## src/rtl/tlc_phase_scheduler_pkg.sv

```systemverilog
// Shared definitions for the four-way junction phase scheduler: state codes,
// lamp codes, approach indices and small helpers for lamp words and green time.
// Optional feature macro used by the scheduler: TLC_STARVE_GUARD_EN.
package tlc_pkg;

  typedef enum logic [2:0] {
    S_IDLE   = 3'd0,
    S_SELECT = 3'd1,
    S_GREEN  = 3'd2,
    S_YELLOW = 3'd3,
    S_CLEAR  = 3'd4
  } tlc_state_e;

  localparam logic [2:0] LAMP_RED = 3'b100;
  localparam logic [2:0] LAMP_YEL = 3'b010;
  localparam logic [2:0] LAMP_GRN = 3'b001;

  localparam logic [11:0] ALL_RED = {LAMP_RED, LAMP_RED, LAMP_RED, LAMP_RED};

  localparam logic [1:0] APP_A = 2'd0;
  localparam logic [1:0] APP_B = 2'd1;
  localparam logic [1:0] APP_C = 2'd2;
  localparam logic [1:0] APP_D = 2'd3;

  // All-red word with one approach's field replaced; a owns the top field.
  function automatic logic [11:0] lamp_word(input logic [1:0] idx, input logic [2:0] code);
    logic [11:0] w;
    w = ALL_RED;
    case (idx)
      APP_A:   w[11:9] = code;
      APP_B:   w[8:6]  = code;
      APP_C:   w[5:3]  = code;
      APP_D:   w[2:0]  = code;
      default: w = ALL_RED;
    endcase
    return w;
  endfunction

  // Green length in ticks, saturated to the 8-bit timer range.
  function automatic logic [7:0] green_ticks(input int base, input int step, input logic [2:0] dens);
    int t;
    t = base + step * int'(dens);
    if (t > 255) t = 255;
    return t[7:0];
  endfunction

endpackage

```

## src/rtl/tlc_phase_scheduler_if.sv

```systemverilog
// Sensor-side inputs and lamp-side outputs of the phase scheduler.
// Timing contract: there is no valid/ready handshake here. tick is a one-clock
// strobe that advances every timer; req, ss and the densities are level inputs
// sampled on every clock; all outputs are registered and change only on the
// clock edge (or immediately on reset).
interface tlc_phase_scheduler_if;
  logic        tick;
  logic [2:0]  dens_a;
  logic [2:0]  dens_b;
  logic [2:0]  dens_c;
  logic [2:0]  dens_d;
  logic [3:0]  req;
  logic [3:0]  ss;
  logic [11:0] ID;
  logic [2:0]  state;
  logic [1:0]  grant_idx;
  logic        phase_done;

  modport master (
    output tick, dens_a, dens_b, dens_c, dens_d, req, ss,
    input  ID, state, grant_idx, phase_done
  );

  modport slave (
    input  tick, dens_a, dens_b, dens_c, dens_d, req, ss,
    output ID, state, grant_idx, phase_done
  );
endinterface

```

## src/rtl/tlc_phase_scheduler_rr_pick.sv

```systemverilog
// Combinational picker: among the set bits of mask, return the one with the
// highest density; ties go to the first candidate after start in round-robin
// order (start itself is considered last).
module tlc_rr_pick (
  input  logic [3:0]      mask,
  input  logic [3:0][2:0] dens,
  input  logic [1:0]      start,
  output logic [1:0]      idx,
  output logic            valid
);

  logic [1:0] pos;
  logic [2:0] best;

  // Walk the four approaches from start+1; strict '>' keeps the earliest tie.
  always_comb begin
    idx   = start;
    valid = 1'b0;
    best  = 3'd0;
    pos   = start;
    for (int k = 1; k <= 4; k++) begin
      pos = start + 2'(k);
      if (mask[pos] && (!valid || (dens[pos] > best))) begin
        valid = 1'b1;
        idx   = pos;
        best  = dens[pos];
      end
    end
  end

endmodule

```

## src/rtl/tlc_phase_scheduler.sv

```systemverilog
// Timed phase scheduler for a four-way junction: picks an approach by special
// signal, then queue density with round-robin tie-break, and runs it through
// green, yellow and all-red clearance. Lamp word is registered.
// Optional macro TLC_STARVE_GUARD_EN adds per-approach skip counters that force
// a long-waiting approach ahead of density.
module tlc_phase_scheduler
  import tlc_pkg::*;
#(
  parameter int GREEN_BASE = 4,
  parameter int GREEN_STEP = 2,
  parameter int YELLOW_T   = 2,
  parameter int CLEAR_T    = 1
`ifdef TLC_STARVE_GUARD_EN
  , parameter int SKIP_MAX = 3
`endif
) (
  input logic               clock,
  input logic               clear,
  tlc_phase_scheduler_if.slave bus
);

  tlc_state_e  state_q, state_d;
  logic [7:0]  timer_q, timer_d;
  logic [1:0]  grant_q, grant_d;
  logic [11:0] id_q, id_d;
  logic        done_q, done_d;
  logic        emg_v_q, emg_v_d;
  logic [1:0]  emg_idx_q, emg_idx_d;

  logic [3:0][2:0] dens_vec;
  logic [3:0]      ss_mask;
  logic [1:0]      ss_idx, req_idx, pick_idx;
  logic            ss_v, req_v, pick_v;

  assign dens_vec = {bus.dens_d, bus.dens_c, bus.dens_b, bus.dens_a};

  // While green, the served approach's own ss only freezes the timer, so it is
  // masked out of the pre-empt search.
  assign ss_mask = (state_q == S_GREEN) ? (bus.ss & ~(4'b0001 << grant_q)) : bus.ss;

  tlc_rr_pick u_ss_pick (
    .mask (ss_mask),
    .dens ('0),
    .start(grant_q),
    .idx  (ss_idx),
    .valid(ss_v)
  );

  tlc_rr_pick u_req_pick (
    .mask (bus.req),
    .dens (dens_vec),
    .start(grant_q),
    .idx  (req_idx),
    .valid(req_v)
  );

`ifdef TLC_STARVE_GUARD_EN
  logic [3:0][1:0] skip_q, skip_d;
  logic [3:0]      starve_mask;
  logic [1:0]      starve_idx;
  logic            starve_v;

  // Approaches that have been passed over SKIP_MAX times are candidates.
  always_comb begin
    starve_mask = '0;
    for (int i = 0; i < 4; i++) starve_mask[i] = (int'(skip_q[i]) >= SKIP_MAX);
  end

  tlc_rr_pick u_starve_pick (
    .mask (starve_mask),
    .dens ('0),
    .start(grant_q),
    .idx  (starve_idx),
    .valid(starve_v)
  );

  // Count SELECTs in which a requester lost; clear on being served.
  always_comb begin
    skip_d = skip_q;
    if (state_q == S_SELECT && pick_v) begin
      for (int i = 0; i < 4; i++) begin
        if (2'(i) == pick_idx)                    skip_d[i] = 2'd0;
        else if (bus.req[i] && skip_q[i] != 2'd3) skip_d[i] = skip_q[i] + 2'd1;
      end
    end
  end

  // Skip counter register.
  always_ff @(posedge clock or posedge clear) begin
    if (clear) skip_q <= '0;
    else       skip_q <= skip_d;
  end
`endif

  // Selection priority: latched emergency owner, live ss, starvation, density.
  always_comb begin
    pick_v   = 1'b0;
    pick_idx = grant_q;
    if (emg_v_q) begin
      pick_v   = 1'b1;
      pick_idx = emg_idx_q;
    end else if (ss_v) begin
      pick_v   = 1'b1;
      pick_idx = ss_idx;
    end
`ifdef TLC_STARVE_GUARD_EN
    else if (starve_v) begin
      pick_v   = 1'b1;
      pick_idx = starve_idx;
    end
`endif
    else if (req_v) begin
      pick_v   = 1'b1;
      pick_idx = req_idx;
    end
  end

  // Next-state, timer, grant, emergency latch and registered lamp word.
  always_comb begin
    state_d   = state_q;
    timer_d   = timer_q;
    grant_d   = grant_q;
    done_d    = 1'b0;
    emg_v_d   = emg_v_q;
    emg_idx_d = emg_idx_q;
    case (state_q)
      S_IDLE: begin
        timer_d = 8'd0;
        if (|bus.req || |bus.ss) state_d = S_SELECT;
      end
      S_SELECT: begin
        if (pick_v) begin
          state_d = S_GREEN;
          grant_d = pick_idx;
          timer_d = green_ticks(GREEN_BASE, GREEN_STEP, dens_vec[pick_idx]);
          emg_v_d = 1'b0;
        end else begin
          state_d = S_IDLE;
          timer_d = 8'd0;
        end
      end
      S_GREEN: begin
        if (ss_v) begin
          // Pre-empt does not wait for tick and beats a coincident tick.
          state_d   = S_YELLOW;
          timer_d   = 8'(YELLOW_T);
          emg_v_d   = 1'b1;
          emg_idx_d = ss_idx;
        end else if (bus.tick && !bus.ss[grant_q]) begin
          if (timer_q <= 8'd1) begin
            state_d = S_YELLOW;
            timer_d = 8'(YELLOW_T);
          end else begin
            timer_d = timer_q - 8'd1;
          end
        end
      end
      S_YELLOW: begin
        if (bus.tick) begin
          if (timer_q <= 8'd1) begin
            state_d = S_CLEAR;
            timer_d = 8'(CLEAR_T);
          end else begin
            timer_d = timer_q - 8'd1;
          end
        end
      end
      S_CLEAR: begin
        if (bus.tick) begin
          if (timer_q <= 8'd1) begin
            state_d = S_SELECT;
            timer_d = 8'd0;
            done_d  = 1'b1;
          end else begin
            timer_d = timer_q - 8'd1;
          end
        end
      end
      default: begin
        state_d = S_IDLE;
        timer_d = 8'd0;
      end
    endcase

    case (state_d)
      S_GREEN:  id_d = lamp_word(grant_d, LAMP_GRN);
      S_YELLOW: id_d = lamp_word(grant_d, LAMP_YEL);
      default:  id_d = ALL_RED;
    endcase
  end

  // State register; reset drops straight to all red.
  always_ff @(posedge clock or posedge clear) begin
    if (clear) begin
      state_q   <= S_IDLE;
      timer_q   <= 8'd0;
      grant_q   <= APP_D;
      id_q      <= ALL_RED;
      done_q    <= 1'b0;
      emg_v_q   <= 1'b0;
      emg_idx_q <= APP_A;
    end else begin
      state_q   <= state_d;
      timer_q   <= timer_d;
      grant_q   <= grant_d;
      id_q      <= id_d;
      done_q    <= done_d;
      emg_v_q   <= emg_v_d;
      emg_idx_q <= emg_idx_d;
    end
  end

  assign bus.ID         = id_q;
  assign bus.state      = state_q;
  assign bus.grant_idx  = grant_q;
  assign bus.phase_done = done_q;

endmodule
```

## src/flat_wrapper.sv

```systemverilog
// flat-port wrapper written by rule: the top's interface ports become plain ports
module tlc_phase_scheduler_flat import tlc_pkg::*;
#(
  parameter int GREEN_BASE = 4,
  parameter int GREEN_STEP = 2,
  parameter int YELLOW_T   = 2,
  parameter int CLEAR_T    = 1

)
  (clock, clear, bus_tick, bus_dens_a, bus_dens_b, bus_dens_c, bus_dens_d, bus_req, bus_ss, bus_ID, bus_state, bus_grant_idx, bus_phase_done);
  tlc_phase_scheduler_if bus_i ();
  input logic clock;
  input logic clear;
  input wire logic [$bits(bus_i.tick)-1:0] bus_tick;
  input wire logic [$bits(bus_i.dens_a)-1:0] bus_dens_a;
  input wire logic [$bits(bus_i.dens_b)-1:0] bus_dens_b;
  input wire logic [$bits(bus_i.dens_c)-1:0] bus_dens_c;
  input wire logic [$bits(bus_i.dens_d)-1:0] bus_dens_d;
  input wire logic [$bits(bus_i.req)-1:0] bus_req;
  input wire logic [$bits(bus_i.ss)-1:0] bus_ss;
  output wire logic [$bits(bus_i.ID)-1:0] bus_ID;
  output wire logic [$bits(bus_i.state)-1:0] bus_state;
  output wire logic [$bits(bus_i.grant_idx)-1:0] bus_grant_idx;
  output wire logic [$bits(bus_i.phase_done)-1:0] bus_phase_done;
  assign bus_i.tick = bus_tick;
  assign bus_i.dens_a = bus_dens_a;
  assign bus_i.dens_b = bus_dens_b;
  assign bus_i.dens_c = bus_dens_c;
  assign bus_i.dens_d = bus_dens_d;
  assign bus_i.req = bus_req;
  assign bus_i.ss = bus_ss;
  assign bus_ID = bus_i.ID;
  assign bus_state = bus_i.state;
  assign bus_grant_idx = bus_i.grant_idx;
  assign bus_phase_done = bus_i.phase_done;
  tlc_phase_scheduler #(.GREEN_BASE(GREEN_BASE), .GREEN_STEP(GREEN_STEP), .YELLOW_T(YELLOW_T), .CLEAR_T(CLEAR_T)) u_core (.clock(clock), .clear(clear), .bus(bus_i));
endmodule
```

## config.mk

```make
export PLATFORM = sky130hd
export DESIGN_NAME = tlc_phase_scheduler_flat
export DESIGN_NICKNAME = d
export VERILOG_FILES = /design/src/rtl/tlc_phase_scheduler_pkg.sv /design/src/rtl/tlc_phase_scheduler_if.sv /design/src/rtl/tlc_phase_scheduler_rr_pick.sv /design/src/rtl/tlc_phase_scheduler.sv /design/src/flat_wrapper.sv
export SDC_FILE = /design/constraint.sdc
export NUM_CORES = 1
export LEC_CHECK = 0
export BUFFER_PORTS_ARGS = -buffer_cell sky130_fd_sc_hd__buf_2
export CAP_MARGIN = 20
export CORE_ASPECT_RATIO = 1.4
export CORE_MARGIN = 2
export CORE_UTILIZATION = 35
export CTS_CLUSTER_SIZE = 40
export DETAILED_ROUTE_END_ITERATION = 10
export GPL_TIMING_DRIVEN = 1
export PLACE_DENSITY_LB_ADDON = 0.25
export REMOVE_ABC_BUFFERS = 1
export SKIP_CTS_REPAIR_TIMING = 1
export SLEW_MARGIN = 5
export SYNTH_ARGS = -nofsm -noshare
export SYNTH_HDL_FRONTEND = slang
export SYNTH_SLANG_ARGS = --single-unit
```

## constraint.sdc

```tcl
create_clock -name clock -period 10.5 [get_ports clock]
set_input_delay 0.525 -clock clock [delete_from_list [all_inputs] [get_ports clock]]
set_output_delay 0.525 -clock clock [all_outputs]
set_load 0.01 [all_outputs]
```

Word-level counts from Yosys, hierarchy flattened
Index checks and enable logic that the tools add are counted.
{ "word_totals": {"inputBits": 23, "output_inout_bits": 18, "ff_bits": 29} }
{ "classes": {"reduce_logical": 29, "muxes": 102, "add_sub_neg": 5, "eq_ne": 14, "n_bitwise": 2, "magnitude_cmp": 13, "n_shift": 1} }
{ "op_table": {"columns": ["operator", "count"], "rows": [
  ["$mux 3", 31],
  ["$mux 8", 9],
  ["$bmux 3 s2", 9],
  ["$gt 32x9->1 const B", 1],
  ["$pmux 8 s4", 1],
  ["$mux 2", 14],
  ["$mux 1", 25],
  ["$pmux 12 s2", 1],
  ["$bmux 1 s2", 9],
  ["$gt 3x3->1", 6],
  ["$lt 2x3->1 const B", 5],
  ["$pmux 3 s5", 1],
  ["$eq 3x2->1 const B", 4],
  ["$le 8x1->1 const B", 1],
  ["$reduce_or 4->1", 2],
  ["$sub 8x1->8 const B", 1],
  ["$logic_and 1x1->1", 7],
  ["$logic_not 1->1", 7],
  ["$logic_or 1x1->1", 7],
  ["$reduce_and 3->1", 2],
  ["$add 3x4->5 const A", 1],
  ["$add 2x2->2 const B", 2],
  ["$and 4x4->4", 1],
  ["$eq 2x2->1 const B", 2],
  ["15 further kinds", 17]
]} }

Longest topological paths before layout
{ "logic_depth": {"word_depth": 28, "ltp_mapped": 34, "mapped_depth_nobuf": 30} }

Cells and area by module
From an unflattened synthesis, not the netlist that was laid out.
{ "unflattened": {"hier_cells": 437, "hier_area_um2": 3552.2} }
{ "by_module_without_submodules": {"columns": ["module", "instances", "area_per_inst_um2", "seq_area_each_um2", "cells_each"], "rows": [
  ["tlc_phase_scheduler", 1, 1825.5, 733.2, 189],
  ["tlc_rr_pick", 2, 863.3, 0.0, 124]
]} }

Worst setup path before layout
OpenSTA, ideal clock, no wires.
{ "synth_path": {"path_type": "reg-to-reg", "start": "reg u_core.grant_q[1] (netlist: u_core.bus.grant_idx[1])", "end": "reg u_core.timer_q[3]", "t_arrival_ps": 6967, "period_less_slack_ps": 7088, "t_required_ps": 10379, "path_slack_ps": 3412, "path_buffers": 4, "path_stages_with_launch": 32, "path_cell_list": "dfstp_2 > clkbuf_1 > inv_1 > clkbuf_1 > ha_1 > buf_1 > mux4_2 > and2_1 > ha_1 > nand3_1 > o21ai_0 > o31ai_2 > nor2b_1 > a31oi_1 > ha_1 > a211oi_1 > o22ai_1 > nand2_1 > mux2_2 > ha_1 > nand3_1 > o21ai_0 > o31ai_1 > or2_1 > o2111a_1 > or3_1 > buf_2 > mux4_2 > ha_1 > nand2_1 > o21ai_1 > a22o_1"} }
{ "synth_between": {"elab_chain_cells": 28, "elab_cells_between_ends": 105, "classes_between": "add/sub: 4; order compare: 7; eq/ne: 1; shift: 1; mux: 69; bitwise: 2; reduce/logical: 21"} }
{ "synth_lines": {"columns": ["element", "line_no", "text"], "rows": [
  ["start: declaration", "tlc_phase_scheduler.sv:24", "logic [1:0] grant_q, grant_d;"],
  ["start signal: assignment", "tlc_phase_scheduler.sv:205", "grant_q <= grant_d;"],
  ["parallel branches: the longest is 28 deep, another holds $gt 3x3->1", null, null],
  ["end signal: assignment", "tlc_phase_scheduler.sv:204", "timer_q <= timer_d;"],
  ["end: declaration", "tlc_phase_scheduler.sv:23", "logic [7:0] timer_q, timer_d;"]
]} }
Several ways; the timed one is not identified. The select of a mux whose other input is x is not followed.
A chain may end at the register's enable or synchronous reset.

Worst setup path in the final report
{ "layout_path": {"start": "reg u_core.grant_q[0] (netlist: u_core.bus.grant_idx[0])", "end": "reg u_core.timer_q[3]"} }
The elaborated chain is that of the path after synthesis.

==> results.toml <==
[global_route]
grt_max_degree = 35
antenna_found_initial = 0
grt_util_all_layers_pct = 17.67
grt_pass1_wl_mm = 11.87
grt_pass1_vias = 2477
overflow = 0

[critical_path]
crit_top_cell = "ha_1"
cp_num_buf_inv = 1
arrival_ns = 8.14
endpoint = "u_core.timer_q[3]$_DFFE_PP0P_"
r2r_cells = 27
worstSetupStartpoint = "u_core.bus.grant_idx[0]$_DFF_PP1_"
crit_slowest_cell = "dfstp_2"
cp.depth = 27
critical_path.top_delay_family = "compound AO/OA/AOI/OAI gates"
cp_max_fo = 34
crit_path_end_kind = "flop"
r2r_slack_ns = 2.54
required_ns = 10.69
critical_path_class = "reg2reg"
rr_startpoint = "u_core.bus.grant_idx[0]$_DFF_PP1_"
cpPeakStageDelay_ns = 1.08
worstSetupStartpointType = "flop"
r2r_end = "u_core.timer_q[3]$_DFFE_PP0P_"

[die]
rows = 38
initial_utilization_pct = 36.03
die_w_um = 79.26
die_height_um = 109.4
core_um2 = 7702
die_area_um2 = 8667
io_pins = 41

[clock_tree]
cts_tree = "built"
path_clk_slew_ns = 0.07
clock_path_buffers = 2
cts.sinks = 29
cts_buffers = 5
clock_latency_ns = 0.29
ctsHtreeMaxLevel = 2
root_buffer = "clkbuf_8"

[power]
power_per_cell_area_nw_per_um2 = 400.1
peakVddDrop_v = 0.0002477
p_leak_nw = 1.360
p_total_w = 0.001265

[detailed_routing]
vias = 2502
drt-initial-drc-count = 143
routed_wl_mm = 7.251
via_per_inst = 5.752
final_antenna_net_count = 0
drt-wirelength-per-cell_um = 16.67
first_pass_iters = 4
drcViolationCount = 0

[sta]
finalSetupTns_ns = 0
skew_ns = 0.006688
worst_pin_slew_ns = 0.8455
slew_viol_final = 0
finalHoldViolCount = 0
relSlewSlack_pct = 43.11
finalSetupViolCount = 0
fin_crit_ns = 7.957
hold_slack_ns = 0.1970
fmax_mhz = 125.7
rsz0062_at_grt = "no"
period_share_pct = 75.78

[synthesis]
synth_edf_count = 0
synth.top_cell.area_share_pct = 20.74
synth.area.top_cells = "dfrtp_1 21%, mux4_2 13%, ha_1 7.2%, dfstp_2 5.7%, nand2_1 3.7%"
synth.distinct_cells = 61
synthArstFlopShare_pct = 100.0
ys.warnings.count = 0
synth_largest_area_cell = "dfrtp_1"
yosys-top-cells-count = "27 x nand2_1, 27 x nor2_1, 23 x dfrtp_1"
ys_ff_latch = 29
syn_inst = 301
synthFlopType = "dfrtp_1"
syn_area_per_cell_um2 = 9.220
syn-cell-area_um2 = 2775
ys_seq_area_share_pct = 26.42

[place]
placed_cells = 427
dp_hpwl_mm = 5.658
io_buffers = 40
placed_cell_area_um2 = 3048
gp_congestion = 0.8478

[layout]
fill_cells = 814
design_area_um2 = 3163
area_growth_syn_to_layout_pct = 13.98
drive_above_1_share_pct = 26.27
nets = 373
fin_cells = 435
num_antenna_cells = 0

[run]
drv_cap = 0

[hold_path]
hold_class = "in2async"

[status]
outcome = "finished clean"
==> how the worst min path moves through the flow <==
stage,cells past startpoint,slack [ns],startpoint,end
5_1_grt,2,0.22,clear,u_core.bus.ID[0]$_DFF_PP0_
2_1_floorplan,1,0.47,u_core.timer_q[7]$_DFFE_PP0P_,u_core.timer_q[7]$_DFFE_PP0P_
6_report,2,0.20,clear,u_core.bus.ID[0]$_DFF_PP0_
3_5_place_dp,1,0.50,u_core.timer_q[7]$_DFFE_PP0P_,u_core.timer_q[7]$_DFFE_PP0P_
4_1_cts,2,0.19,clear,u_core.bus.ID[1]$_DFF_PP0_
3_3_place_gp,1,0.50,u_core.timer_q[7]$_DFFE_PP0P_,u_core.timer_q[7]$_DFFE_PP0P_
==> worst reg2reg max path, stage by stage, from the launching register on <==
cell and delay (ns):
dfstp_2 1.08, inv_2 0.24, ha_1 0.69, mux4_2 0.49, and2_1 0.18, ha_1 0.26
nand3_1 0.07, o21ai_0 0.14, o31ai_2 0.40, nor2b_1 0.10, a31oi_1 0.23, ha_1 0.30
a211oi_1 0.32, o22ai_1 0.17, nand2_1 0.19, mux2_2 0.37, ha_1 0.27, nand3_1 0.05
o21ai_0 0.08, o31ai_1 0.12, or2_1 0.24, o2111a_1 0.26, or3_1 0.48, mux4_2 0.50
ha_1 0.29, nand2_1 0.06, o21ai_1 0.06, a22o_1 0.19
==> flip-flops by register name, summed over array words and instances (netlist names) <==
signal                 flops
u_core.emg_idx_q           2
u_core.bus.state           3
u_core.bus.phase_done      1
u_core.bus.ID             12
u_core.timer_q             8
u_core.bus.grant_idx       2
u_core.emg_v_q             1
==> metal layers <==
metal	part of all wire (%)	GRT usage, %	vias up
met1	39	19.43	1227
li1	-	-	1208
met2	55	33.29	53
met4	3.1	9.236	0
met3	2.4	1.642	14
met5	0	0	-
==> metrics by stage <==
step                utilization (%)  setup slack (ns)
finish                        41.07             2.543
global route                  41.07             2.030
CTS                           41.07             2.534
detailed placement            39.57             2.498
global placement              39.21             2.718
floorplan                         -             3.478
==> cell type report <==
class	count	area (µm²)	share of cell area, %
Tap cell	100	125.1	3.956
Timing Repair Buffer	41	227.7	7.199
Sequential cell	29	733.2	23.18
Inverter	19	71.32	2.255
Clock inverter	3	46.29	1.464
Multi-Input combinational cell	238	1891	59.77
Clock buffer	5	68.82	2.176
==> report_power, final <==
part | switching (W) | leakage (nW) | total (W) | internal [W]
Clock | 0.0000494 | 0.0543 | 0.000120 | 0.0000709
Combinational | 0.000514 | 0.946 | 0.000909 | 0.000395
Sequential | 0.0000756 | 0.360 | 0.000236 | 0.000161
==> layout by cell type (no fill, tap or decap), types with 5 or more instances in the layout <==
master    Yosys  routed
nand2_1      27      27
dfstp_2       6       6
inv_1        18      18
ha_1         16      16
clkbuf_8      0       5
dfrtp_1      23      23
and2_1        5       5
nor3_1        6       6
a21oi_1      16      16
mux4_2       16      16
nand3_1       6       6
mux2i_1       7       7
a211oi_1      7       7
mux2_2        6       6
buf_2         4      40
o21ai_0      15      15
nor2_1       27      27
==> logic make-up (layout without fill, tap and decap cells) <==
group,after synthesis,count (layout),synth area share (%)
simple gates,94,94,16.46
flops,29,29,26.42
xor+xnor,4,4,1.263
buf+inv,34,68,5.455
compound gates,93,93,24.35
fa+ha+maj,16,16,7.214
mux,31,31,18.85
(Power assumes the default switching activity.)
